--- src/rtl/alu_pkg.sv ---
// alu_pkg: shared width default, op encodings and the status-flag bundle for the tp4 ALU.
package alu_pkg;
    localparam int DATA_WIDTH = 16;
    localparam logic ALU_OP_ADD = 1'b0;
    localparam logic ALU_OP_SUB = 1'b1;
    typedef struct packed {
        logic zero;
        logic negative;
        logic carry;
        logic overflow;
    } alu_flags_t;
endpackage

--- src/rtl/alu_addsub.sv ---
// alu_addsub: combinational adder; inv_b inverts b and injects carry-in so a + ~b + 1 yields a - b.
module alu_addsub #(
    parameter int DATA_WIDTH = 16
) (
    input  logic [DATA_WIDTH-1:0] a,
    input  logic [DATA_WIDTH-1:0] b,
    input  logic                  inv_b,
    output logic [DATA_WIDTH-1:0] sum,
    output logic                  cout,
    output logic                  ovf
);
    logic [DATA_WIDTH-1:0] w_b;

    assign w_b = inv_b ? ~b : b;
    assign {cout, sum} = {1'b0, a} + {1'b0, w_b} + {{DATA_WIDTH{1'b0}}, inv_b};
    // Signed overflow: both effective operands share a sign that the result does not.
    assign ovf = (a[DATA_WIDTH-1] == w_b[DATA_WIDTH-1]) && (sum[DATA_WIDTH-1] != a[DATA_WIDTH-1]);
endmodule

--- src/rtl/alu.sv ---
// alu: registered 16-bit add/subtract with one-cycle latency and a valid strobe.
// Define ALU_FLAGS_EN to add registered zero/negative/carry/overflow outputs.
module alu
    import alu_pkg::*;
#(
    parameter int DATA_WIDTH = alu_pkg::DATA_WIDTH
) (
    input  logic                  clk,
    input  logic                  rst_n,
    input  logic [DATA_WIDTH-1:0] a,
    input  logic [DATA_WIDTH-1:0] b,
    input  logic                  op,
    input  logic                  in_valid,
    output logic [DATA_WIDTH-1:0] data_out,
    output logic                  out_valid
`ifdef ALU_FLAGS_EN
    ,
    output logic                  zero,
    output logic                  negative,
    output logic                  carry,
    output logic                  overflow
`endif
);
    logic                  w_sub;
    logic [DATA_WIDTH-1:0] w_sum;
    logic                  w_cout;
    logic                  w_ovf;
    logic [DATA_WIDTH-1:0] r_data;
    logic                  r_valid;

    assign w_sub = (op == ALU_OP_SUB);

    alu_addsub #(.DATA_WIDTH(DATA_WIDTH)) u_addsub (
        .a     (a),
        .b     (b),
        .inv_b (w_sub),
        .sum   (w_sum),
        .cout  (w_cout),
        .ovf   (w_ovf)
    );

`ifdef ALU_FLAGS_EN
    alu_flags_t r_flags;
    alu_flags_t w_flags;

    // Subtract reports borrow, which is the inverse of the adder carry-out.
    assign w_flags = '{zero:     (w_sum == '0),
                       negative: w_sum[DATA_WIDTH-1],
                       carry:    w_sub ? ~w_cout : w_cout,
                       overflow: w_ovf};

    always_ff @(posedge clk or negedge rst_n) begin
        if (!rst_n) begin
            r_flags <= '0;
        end else if (in_valid) begin
            r_flags <= w_flags;
        end
    end

    assign zero     = r_flags.zero;
    assign negative = r_flags.negative;
    assign carry    = r_flags.carry;
    assign overflow = r_flags.overflow;
`else
    logic w_unused;
    assign w_unused = w_cout ^ w_ovf;
`endif

    always_ff @(posedge clk or negedge rst_n) begin
        if (!rst_n) begin
            r_data  <= '0;
            r_valid <= 1'b0;
        end else begin
            r_valid <= in_valid;
            if (in_valid) begin
                r_data <= w_sum;
            end
        end
    end

    assign data_out  = r_data;
    assign out_valid = r_valid;
endmodule

--- config.mk ---
export PLATFORM = sky130hd
export DESIGN_NAME = alu
export DESIGN_NICKNAME = d
export VERILOG_FILES = /design/src/rtl/alu_pkg.sv /design/src/rtl/alu_addsub.sv /design/src/rtl/alu.sv
export SDC_FILE = /design/constraint.sdc
export NUM_CORES = 1
export LEC_CHECK = 0
export CORE_ASPECT_RATIO = 1.75
export CORE_UTILIZATION = 26
export CTS_BUF_LIST = sky130_fd_sc_hd__clkbuf_8
export CTS_CLUSTER_DIAMETER = 150
export DETAILED_ROUTE_END_ITERATION = 6
export GPL_TIMING_DRIVEN = 0
export SETUP_SLACK_MARGIN = 0.1
export SLEW_MARGIN = 20
export SYNTH_ARGS = -nofsm -noshare
export SYNTH_HDL_FRONTEND = slang
export SYNTH_SLANG_ARGS = --single-unit
--- constraint.sdc ---
create_clock -name clk -period 0.8 [get_ports clk]
set_input_delay 0.08 -clock clk [delete_from_list [all_inputs] [get_ports clk]]
set_output_delay 0.08 -clock clk [all_outputs]
set_load 0.01 [all_outputs]
==> results.toml <==
[cts]
cts_made_buffers = 3
cts_hold_buffers = 0
cts_buffer_depth = 2
htreeDepth = 1
cts-root-buf = "clkbuf_8"
cts.sinks = 17
clk_latency_ns = 0.25
cts_tree = "yes"
path_clk_slew_ns = 0.07

[worst_setup_path]
cp-start-kind = "primary input"
required_ns = 0.94
path_cells = "buf_12 -> buf_6 -> mux2_4 -> fa_2 -> a21o_1 -> a221oi_4 -> o2bb2ai_4 -> o21bai_1 -> xor2_1 -> mux2_4"
crit_path_frequent_cell = "mux2_4"
worst-path-max-fanout = 3
critPathArrivalTime_ns = 2.15
critPathCaptureType = "flip-flop"
critical_path.max_stage_delay_ns = 0.36
crit_buf_inv = 2
path_class = "in2reg"
critPathSlowestCell = "fa_2"
crit_family = "compound AO/OA/AOI/OAI gates"

[power]
power_density_nw_per_um2 = 1780
ir_drop_v = 0.000617
finalPower_mw = 4.68
power.leakage_nw = 1.22

[finish]
mostFrequentLayoutCells = "buf_4 (28), xor2_1 (18), clkdlybuf4s50_1 (18)"
fill_cells = 543
final_cells = 312
fin_area_um2 = 2630
final_net_count = 291
diodes = 0
drive_gt1_share_pct = 44.5
syn_to_final_growth_pct = 80.7
final_common_cell = "buf_4"
fin_util_pct = 49.2

[timing]
finalSetupViolations = 32
worst_pin_slew_ns = 0.816
fin_skew_ns = 0
fmax_ghz = 0.498
hold_slack_ns = -0.00282
report.final.slew_viol_count = 0
slew_headroom_pct = 45.6
post-route-period-util_pct = 251
hold_viol = 10
setup-tns-final_ns = -14.96
fin_crit_ns = 2.01
rsz0062_at_grt = "true"
worst_slack_ns = -1.21

[placed_design]
gp_routability_congestion = 0.760
portBuffers = 51
dp.cells = 272
dpl_cell_area_um2 = 2140
hpwl_um = 2910

[floorplanning]
io_pins = 53
die_h_um = 101
fp.coreArea_um2 = 5340
die_w_um = 58.6
rows = 35
die_area_um2 = 5910
initial_core_util_pct = 27.2

[detailed_routing]
wl_um = 4090
detailedRoute.firstPassIterationCount = 4
drcViolationCount = 0
met2_length_um = 2390
wl_met3_um = 112
vias = 1417
vias_per_cell = 4.54
top_layer_used = "met4"
antenna_left = 0
avgRoutedWirePerCell_um = 13.1
wl_met1_um = 1540
drt_iter0_drc = 20

[synth]
syn_inst = 147
ys_seq_area_share_pct = 29.2
ys_types = 36
yosysWarnings = 0
avgSynthCellArea_um2 = 9.90
synth-seq-cells = 17
synth_nets = 199
netlist_area_um2 = 1460

[global_routing]
antenna_found_initial = 0
grt.total_usage_pct = 14.5
grt_pass1_vias = 1469
grt_max_degree = 18
overflow = 0
grt_pass1_wl_um = 6580

[min_path]
hold_path.class = "in2async"

[status]
violations = "negative hold slack, negative setup slack"
status = "finished, violations left"

[flow_run]
maxCapViolations = 0
[layout make-up]
class,count,area (µm²),share of cell area [%]
buffer,5,71.3,2.71
sequential,17,425,16.2
clock inverter,1,3.75,0.143
timing repair buffer,87,748,28.5
inverter,4,15.0,0.571
tap,74,92.6,3.52
clock buffer,3,41.3,1.57
multi-input combinational,121,1230,46.8
[sequential cells by signal, summed over array words and instances (netlist names)]
name / count
data_out: 16
out_valid: 1
[cell usage after synthesis]
master / instances / area, µm²
o221ai_1: 1 / 8.76
o211ai_1: 2 / 15.0
nand2_1: 7 / 26.3
o21bai_1: 1 / 7.51
ha_1: 15 / 188
o21ai_1: 3 / 15.0
a31oi_4: 1 / 21.3
nand3_1: 3 / 15.0
nand2b_1: 1 / 6.26
mux2_4: 1 / 15.0
clkbuf_1: 4 / 15.0
a21o_1: 4 / 30.0
a221o_1: 1 / 10.0
inv_1: 4 / 15.0
and3_1: 1 / 6.26
a211oi_1: 1 / 7.51
nor2b_1: 1 / 6.26
dfrtp_1: 17 / 425
nor3_1: 1 / 5.00
a221oi_1: 1 / 8.76
xor2_1: 21 / 184
o21a_1: 2 / 15.0
nor2_1: 6 / 22.5
o2bb2ai_1: 1 / 8.76
and2_1: 2 / 12.5
xnor2_1: 8 / 70.1
a41oi_1: 1 / 8.76
o21ai_2: 1 / 8.76
or4b_1: 1 / 10.0
a2111o_1: 1 / 11.3
a21oi_1: 14 / 70.1
fa_1: 1 / 20.0
mux2_2: 11 / 124
nand4_1: 1 / 6.26
o21ai_0: 5 / 25.0
buf_6: 1 / 11.3
[through the flow]
step	setup slack, ns	hold WS [ns]
finish	-1.21	-0.00282
global route	-1.28	0.0771
CTS	-1.23	0.0666
detailed placement	-1.98	0.496
global placement	-1.95	0.479
floorplan	-1.43	-0.216
[what timing repair did]
action,in CTS,in global routing
setup endpoints to repair,50,49
pin swaps,35,24
buffers inserted,37,5
gates resized for setup,121,28
[path summary, 6_finish.rpt]
path | start | to | slack (ns) | cells past startpoint
worst max-delay path | op | data_out[10] | -1.21 | 10
worst min-delay path | rst_n | data_out[12] | -0.003 | 1
worst max register to register | data_out[5] | data_out[5] | -0.08 | 2
worst min register to register | data_out[10] | data_out[10] | 0.52 | 1
max in group asynchronous | rst_n | data_out[2] | 0.30 | 1
min in group clk | b[0] | data_out[0] | 0.15 | 3
[report_power, final]
group / internal [mW] / leakage, nW / switching [mW] / total (mW)
sequential: 1.13 / 0.198 / 0.148 / 1.27
combinational: 1.59 / 0.991 / 1.17 / 2.76
clock: 0.341 / 0.0269 / 0.305 / 0.646
total: 3.06 / 1.22 / 1.62 / 4.68
[cell families after synthesis]
| kind of cell | Yosys count | synth area share [%] |
|---|---|---|
| AOI/OAI and AO/OA | 40 | 18.7 |
| xor gates and xnor gates | 29 | 17.5 |
| adders and majority gates | 16 | 14.3 |
| buffers and inverters | 9 | 2.84 |
| DFF | 17 | 29.2 |
| muxes | 12 | 9.54 |
| and+or+nand+nor | 24 | 8.00 |
[layer usage]
layer	track usage [%]	up-vias
met5	0	-
met4	5.68	0
met3	1.03	2
met2	28.6	29
met1	15.4	677
li1	-	709
[worst reg2reg max path, stage by stage (launching register included)]
cell and delay (ns):
dfrtp_1 0.38, buf_4 0.13, mux2_4 0.26
Note: power is estimated with default switching activity, not from simulation.
